### src/rtl/uart_word_tx.sv
// uart_word_tx: splits WORD_W-bit words into bytes and serialises each byte as a UART frame
// (start, 8 data bits LSB-first, STOP_BITS stop bits). Define UART_WORD_TX_PARITY_EN to add an even-parity bit.
module uart_word_tx #(
    parameter int WORD_W         = 32,
    parameter int CLK_FREQ       = 100000000,
    parameter int BAUD           = 9600,
    parameter int STOP_BITS      = 1,
    parameter bit LSB_BYTE_FIRST = 1'b1,
    parameter int CNT_W          = 16
) (
    input  logic              clk_i,
    input  logic              rst_ni,
    input  logic              word_valid_i,
    input  logic [WORD_W-1:0] word_i,
    output logic              word_ready_o,
    output logic              tx_o,
    output logic              busy_o,
    output logic              byte_done_o,
    output logic              word_done_o,
    output logic [CNT_W-1:0]  words_sent_o
);

    localparam int NB           = WORD_W / 8;
    localparam int CLKS_PER_BIT = CLK_FREQ / BAUD + 1;
    localparam int BAUD_W       = (CLKS_PER_BIT > 1) ? $clog2(CLKS_PER_BIT) : 1;
    localparam int BYTE_W       = (NB > 1) ? $clog2(NB) : 1;

    localparam logic [BAUD_W-1:0] BAUD_LAST = BAUD_W'(CLKS_PER_BIT - 1);
    localparam logic [BYTE_W-1:0] BYTE_LAST = BYTE_W'(NB - 1);
    localparam logic              STOP_LAST = (STOP_BITS == 2);

    localparam logic [2:0] S_IDLE   = 3'd0;
    localparam logic [2:0] S_START  = 3'd1;
    localparam logic [2:0] S_DATA   = 3'd2;
    localparam logic [2:0] S_STOP   = 3'd3;
`ifdef UART_WORD_TX_PARITY_EN
    localparam logic [2:0] S_PARITY = 3'd4;
`endif

    if ((WORD_W % 8 != 0) || (WORD_W < 8)) begin : g_bad_word_w
        $error("uart_word_tx: WORD_W must be a multiple of 8 and at least 8");
    end
    if ((STOP_BITS != 1) && (STOP_BITS != 2)) begin : g_bad_stop_bits
        $error("uart_word_tx: STOP_BITS must be 1 or 2");
    end

    logic [2:0]        r_state;
    logic [BAUD_W-1:0] r_baud;
    logic [2:0]        r_bit_idx;
    logic [BYTE_W-1:0] r_byte_idx;
    logic              r_stop_idx;
    logic [WORD_W-1:0] r_shift;
    logic              r_tx;
    logic [CNT_W-1:0]  r_words;

    logic [2:0]        w_state_nxt;
    logic [BAUD_W-1:0] w_baud_nxt;
    logic [2:0]        w_bit_nxt;
    logic [BYTE_W-1:0] w_byte_nxt;
    logic              w_stop_nxt;
    logic [WORD_W-1:0] w_shift_nxt;
    logic [WORD_W-1:0] w_shift_adv;
    logic [7:0]        w_nxt_byte;
    logic              w_tx_nxt;
    logic              w_bit_end;
    logic              w_last_stop;
    logic              w_last_byte;

    // The byte on air is always at the same end of the shift register; advancing moves the next one in.
    if (LSB_BYTE_FIRST) begin : g_lsb_first
        assign w_nxt_byte  = w_shift_nxt[7:0];
        assign w_shift_adv = r_shift >> 8;
    end else begin : g_msb_first
        assign w_nxt_byte  = w_shift_nxt[WORD_W-1 -: 8];
        assign w_shift_adv = r_shift << 8;
    end

    assign w_bit_end   = (r_baud == BAUD_LAST);
    assign w_last_byte = (r_byte_idx == BYTE_LAST);
    assign w_last_stop = (r_state == S_STOP) && w_bit_end && (r_stop_idx == STOP_LAST);

    // NOTE: every signal written in an always_comb gets a default first, so no latch can be inferred.
    always_comb begin
        w_state_nxt = r_state;
        w_baud_nxt  = w_bit_end ? '0 : r_baud + 1'b1;
        w_bit_nxt   = r_bit_idx;
        w_byte_nxt  = r_byte_idx;
        w_stop_nxt  = r_stop_idx;
        w_shift_nxt = r_shift;
        case (r_state)
            S_IDLE: begin
                w_baud_nxt = '0;
                if (word_valid_i) begin
                    w_state_nxt = S_START;
                    w_shift_nxt = word_i;
                    w_byte_nxt  = '0;
                end
            end
            S_START: begin
                if (w_bit_end) begin
                    w_state_nxt = S_DATA;
                    w_bit_nxt   = 3'd0;
                end
            end
            S_DATA: begin
                if (w_bit_end) begin
                    if (r_bit_idx == 3'd7) begin
`ifdef UART_WORD_TX_PARITY_EN
                        w_state_nxt = S_PARITY;
`else
                        w_state_nxt = S_STOP;
`endif
                        w_stop_nxt  = 1'b0;
                    end else begin
                        w_bit_nxt = r_bit_idx + 3'd1;
                    end
                end
            end
`ifdef UART_WORD_TX_PARITY_EN
            S_PARITY: begin
                if (w_bit_end) begin
                    w_state_nxt = S_STOP;
                    w_stop_nxt  = 1'b0;
                end
            end
`endif
            S_STOP: begin
                if (w_bit_end) begin
                    if (r_stop_idx != STOP_LAST) begin
                        w_stop_nxt = 1'b1;
                    end else if (!w_last_byte) begin
                        w_state_nxt = S_START;
                        w_byte_nxt  = r_byte_idx + 1'b1;
                        w_shift_nxt = w_shift_adv;
                    end else begin
                        w_state_nxt = S_IDLE;
                    end
                end
            end
            default: w_state_nxt = S_IDLE;
        endcase
    end

    // tx_o is registered: compute the level the line must carry in the coming state.
    always_comb begin
        w_tx_nxt = 1'b1;
        case (w_state_nxt)
            S_START:  w_tx_nxt = 1'b0;
            S_DATA:   w_tx_nxt = w_nxt_byte[w_bit_nxt];
`ifdef UART_WORD_TX_PARITY_EN
            S_PARITY: w_tx_nxt = ^w_nxt_byte;
`endif
            default:  w_tx_nxt = 1'b1;
        endcase
    end

    // NOTE: sequential state uses non-blocking assignments only, so every flop samples pre-edge values.
    always_ff @(posedge clk_i or negedge rst_ni) begin
        if (!rst_ni) begin
            r_state    <= S_IDLE;
            r_baud     <= '0;
            r_bit_idx  <= '0;
            r_byte_idx <= '0;
            r_stop_idx <= 1'b0;
            r_shift    <= '0;
            r_tx       <= 1'b1;
            r_words    <= '0;
        end else begin
            r_state    <= w_state_nxt;
            r_baud     <= w_baud_nxt;
            r_bit_idx  <= w_bit_nxt;
            r_byte_idx <= w_byte_nxt;
            r_stop_idx <= w_stop_nxt;
            r_shift    <= w_shift_nxt;
            r_tx       <= w_tx_nxt;
            if (w_last_stop && w_last_byte) begin
                r_words <= r_words + 1'b1;
            end
        end
    end

    assign word_ready_o = (r_state == S_IDLE);
    assign busy_o       = (r_state != S_IDLE);
    assign tx_o         = r_tx;
    assign byte_done_o  = w_last_stop;
    assign word_done_o  = w_last_stop && w_last_byte;
    assign words_sent_o = r_words;

endmodule

### config.mk
export PLATFORM = sky130hd
export DESIGN_NAME = uart_word_tx
export DESIGN_NICKNAME = d
export VERILOG_FILES = /design/src/rtl/uart_word_tx.sv
export SDC_FILE = /design/constraint.sdc
export NUM_CORES = 1
export LEC_CHECK = 0
export ABC_AREA = 1
export BUFFER_PORTS_ARGS = -buffer_cell sky130_fd_sc_hd__buf_4
export CAP_MARGIN = 10
export CORE_ASPECT_RATIO = 1.25
export CORE_UTILIZATION = 55
export CTS_CLUSTER_DIAMETER = 60
export DETAILED_ROUTE_END_ITERATION = 10
export HOLD_SLACK_MARGIN = 0.1
export PLACE_DENSITY = 0.85
export SKIP_LAST_GASP = 1
export SLEW_MARGIN = 20
export SYNTH_ARGS = -nofsm -noshare
export SYNTH_HDL_FRONTEND = slang
export SYNTH_SLANG_ARGS = --single-unit
### constraint.sdc
create_clock -name clk_i -period 2.4 [get_ports clk_i]
set_clock_uncertainty 0.05 [all_clocks]
set_input_delay 0.36 -clock clk_i [delete_from_list [all_inputs] [get_ports clk_i]]
set_output_delay 0.36 -clock clk_i [all_outputs]
set_load 0.02 [all_outputs]
# Yosys cells after proc, flatten, opt, wreduce, memory -nomap -nowiden

Cells that the tools add are included.

Equality and inequality tests: 14
Bitwise gates (word level): 1
Reduce and logical (&&, ||, !) cells: 9
Add/subtract/negate cells: 4
$lt $le $gt $ge: 1
Multiplexer cells: 32

Operators by type and width:

| kind                  | count |
|---|---|
| $mux 32               | 4 |
| $pmux 32 s2           | 1 |
| $mux 14               | 2 |
| $mux 3                | 9 |
| $add 16x1->16 const B | 1 |
| $add 14x1->14 const B | 1 |
| $eq 14x14->1 const B  | 1 |
| $ne 2x2->1 const B    | 6 |
| $pmux 3 s4            | 1 |
| $eq 3x2->1 const B    | 3 |
| $mux 2                | 4 |
| $eq 3x1->1 const B    | 2 |
| $mux 1                | 6 |
| $pmux 3 s2            | 1 |
| $reduce_and 5->1      | 1 |
| $lt 3x4->1 const B    | 1 |
| $pmux 1 s2            | 2 |
| $pmux 2 s2            | 1 |
| $reduce_and 4->1      | 1 |
| $reduce_bool 2->1     | 2 |
| $add 3x1->3 const B   | 1 |
| $bmux 1 s3            | 1 |
| $eq 3x3->1 const B    | 1 |
| $logic_and 1x1->1     | 3 |
| 5 further kinds       | 5 |

Register bits: 72
Word-level logic and storage cells: 70
Output and inout port bits: 21
Input bits: 35

# Depth between registers and ports, before layout

Depth after elaboration: 8
Depth in mapped cells: 18
Depth with buffers taken out: 18

# Least setup slack after synthesis

OpenSTA, ideal clock, no wires.

Path kind: register to register
Start point: reg r_baud[0]
End point: reg r_words[14] (netlist: words_sent_o[14])
Buffers on the path: 0
Path slack: 0.385 ns
Arrival: 1.885 ns
Library setup time: 0.080 ns
Required time: 2.270 ns
Period minus slack after synthesis: 2.015 ns
Stages on the path, launching flop included: 14
Cell sequence: dfrtp_1 > inv_1 > ha_1 > inv_1 > nor2_1 > nand3_2 > nor2_4 > nand2_4 > nor2_8 > nand2_4 > nor3_4 > nand4_2 > nor2_2 > xor2_1

Cells in the longest elaborated chain, start to end: 4

RTL lines:

| element                        | RTL line | text |
|---|---|---|
| from (decl)                    | 48       | `logic [BAUD_W-1:0] r_baud;` |
| from (signal assigned)         | 170      | `r_baud <= w_baud_nxt;` |
| $eq 14x14->1                   | 78       | `assign w_bit_end = (r_baud == BAUD_LAST);` |
| $logic_and 1x1->1 (2 in a row) | 80       | `assign w_last_stop = (r_state == S_STOP) && w_bit_end && (r_stop_idx == STOP_LAST);` |
| $logic_and 1x1->1              | --       |  |
| net word_done_o                | 19       | `output logic word_done_o,` |
| to (signal assigned)           | 177      | `r_words <= r_words + 1'b1;` |
| to (decl)                      | 54       | `logic [CNT_W-1:0] r_words;` |

The timed path passes the listed nets, and every way through them passes these cells.
A chain may end at the register's enable or synchronous reset.

# Worst setup path after layout

Start point: reg r_baud[1]
End point: out word_done_o

Cells in the longest elaborated chain, start to end: 4

RTL lines:

| element                        | RTL line | text |
|---|---|---|
| $eq 14x14->1                   | 78       |  |
| $logic_and 1x1->1 (2 in a row) | 80       |  |
| $logic_and 1x1->1              | 186      | `assign word_done_o = w_last_stop && w_last_byte;` |
| to (decl)                      | 19       |  |

Every way passes these cells.

==> reports/metrics.cfg <==
[global_route]
grt_pass1_vias=3062
grt_pass1_wl_um=13700
grtUsageTotal_pct=26.8
antenna_found_initial=0
gr-total-overflow=0
grt_max_degree=72

[setup_path]
crit_path_start_kind=flop
path_class=flop to output pin
critPathArrivalTime_ns=1.95
endpoint_kind=output pin
rr_worst_depth=13
crit_top_cell=inv_2
path_cells=inv_2, ha_4, inv_2, nor2_2, nand3_2, nor2_4, nand2_4, nor2_8, buf_12, buf_4
crit_path_max_incr_delay_ns=0.40
crit_fanout=5
required_ns=1.99
slowest_stage=dfrtp_1

[power]
finalPower_w=0.00288
p_int_w=0.00212
p_comb_share_pct=14.9
power.share.switching_pct=26.5
cellLeakagePower_nw=2.32
powerDensity_nw_per_um2=654
clock_power_share_pct=37.0
p_sw_w=0.000763
ir_worst_vdd_mv=0.485
seqPwrFrac_pct=48.1

[logic_synthesis]
yosysUniqueCellTypes=39
netlist_area_um2=3540
synth_edf_count=0
synth.area.top_cells=dfrtp_1 49%, nand2_1 10%, inv_1 6.1%, nand3_1 5.8%, o221ai_1 2.7%
netlist_instances=408
synthesis.nets=448
ys_seq_area_share_pct=50.2
yosysTopAreaCell=dfrtp_1
yosysWarnings=0
synth-seq-cells=71
ys_async_sr_fraction_pct=100
yosysTopAreaCellShare_pct=49.4
synth_ff_type=dfrtp_1
syn_area_per_cell_um2=8.68

[sta]
final.period_utilization_pct=98.3
drv_slew=0
slew_headroom_pct=42.3
setup_tns_ns=0
setup_viol=0
worst_pin_slew_ns=0.866
finalHoldViolCount=0
hold_ws_ns=0.0641
period_needed_ns=2.36
rsz0062_at_grt=yes
fmax_ghz=0.424

[flow_run]
cap_violations=0

[final_layout]
final_common_cell=nand2_1
syn_to_final_growth_pct=24.2
n_antenna_cell=0
final_cell_mix=99 x nand2_1, 71 x buf_4, 70 x dfrtp_1
nNetsFinal=523
utilization_pct=70.9
instances_no_fill=573
drive_gt1_share_pct=23.6

[detailed_routing]
routed-via-count=3053
avgViaCountPerCell=5.33
drt-wirelength-per-cell_um=14.5
wirelength_um=8290
ant_nets=0
firstDrtPassIters=4
drt-initial-drc-count=178
drc=0

[floorplanning]
rows=32
die-area_um2=6770
start_util_pct=57.1
boundaryPins=56
core-area_um2=6210
dieHeight_um=91.7
dieWidth_um=73.8

[clock_tree]
htree_levels=3
clockBufferDepth=2
root_buffer=clkbuf_8
cts.sinks=71
path_clk_slew_ns=0.07
cts_buffers=9
cts_tree=built
cts_hold_buf=0
clk_latency_ns=0.35

[placement]
dp_hpwl_um=5480
io_buffer_count=55
gp_congestion=0.838
dp.cells=546

[run_status]
status=finished clean

[worst_hold_path]
min_path_type=input port to asynchronous set/reset pin

## logic make-up (layout without fill, tap and decap cells)
logic type / Yosys count / after routing / share of synthesized area (%)
flops: 71 / 71 / 50.2
mux: 1 / 1 / 0.318
compound gates: 40 / 40 / 7.77
buf+inv: 71 / 151 / 7.87
fa+ha+maj: 5 / 5 / 1.77
other cells: 1 / 1 / 0.106
simple gates: 200 / 200 / 27.3
xor+xnor: 19 / 19 / 4.70
## layer usage
layer / up-vias / wire length, µm / GRT usage [%]
li1: 1473 / - / -
met5: - / 0 / 0
met2: 95 / 4430 / 46.5
met4: 0 / 199 / 12.0
met3: 20 / 380 / 5.05
met1: 1465 / 3280 / 31.6
## through the flow
| stage | worst slack, ns | instance area (µm²) |
|---|---|---|
| after CTS | 0.127 | 4310 |
| after floorplan | 0.385 | 3540 |
| after global placement | 0.182 | 4070 |
| after global routing | -0.0947 | 4400 |
| after detailed placement | 0.0628 | 4070 |
| final | 0.0420 | 4400 |
## registers in the layout, summed over array words and instances, names as in the netlist
signal / cells
words_sent_o: 16
r_byte_idx: 2
r_state: 3
tx_o: 1
r_shift: 32
r_bit_idx: 3
r_baud: 14
## path summary, 6_finish.rpt
path,endpoint,startpoint,slack [ns]
worst max-delay path,word_done_o,r_baud[1]$_DFF_PN0_,0.04
worst max register to register,words_sent_o[14]$_DFFE_PN0P_,r_baud[1]$_DFF_PN0_,0.06
worst min register to register,r_baud[0]$_DFF_PN0_,r_baud[0]$_DFF_PN0_,0.43
max in group asynchronous,words_sent_o[8]$_DFFE_PN0P_,rst_ni,1.67
worst min-delay path,r_baud[5]$_DFF_PN0_,rst_ni,0.06
min in group clk_i,r_shift[31]$_DFFE_PN0P_,word_i[31],0.16
## repair_timing
item                       CTS  global route
buffers inserted             3             8
resized for setup            0             8
setup endpoints to repair    2             2
pin swaps                    1             8
## Yosys cell counts (6+ instances only)
| cell type | count |
|---|---|
| a21oi_1 | 6 |
| dfrtp_1 | 70 |
| inv_1 | 58 |
| nand2_1 | 99 |
| nand3_1 | 41 |
| nand4_1 | 9 |
| nor2_1 | 24 |
| nor3_1 | 8 |
| o21ai_0 | 13 |
| o221ai_1 | 11 |
| xnor2_1 | 8 |
| xor2_1 | 11 |
## layout make-up
type / count / area, µm²
inverter: 63 / 240
clock buffer: 11 / 141
tap: 85 / 106
clock inverter: 5 / 81.3
sequential: 71 / 1780
multi-input combinational: 266 / 1500
timing repair buffer: 72 / 553
fill: 458 / 1800
## worst max-delay path: cells and delay by family, from the launching register on
kind	cells	cell delay, ns
adders and majority gates	1	0.14
buffers and inverters	4	0.38
DFF	1	0.40
and+or+nand+nor	5	0.68
## power groups by stage
| stage | Sequential, W | Clock [W] | Combinational [W] |
|---|---|---|---|
| 2_1_floorplan | 0.00139 | 0 | 0.000249 |
| 3_3_place_gp | 0.00140 | 0 | 0.000365 |
| 3_5_place_dp | 0.00140 | 0 | 0.000378 |
| 4_1_cts | 0.00138 | 0.00108 | 0.000386 |
| 5_1_grt | 0.00139 | 0.00113 | 0.000485 |
| 6_report | 0.00139 | 0.00107 | 0.000428 |
(Power assumes the default switching activity.)
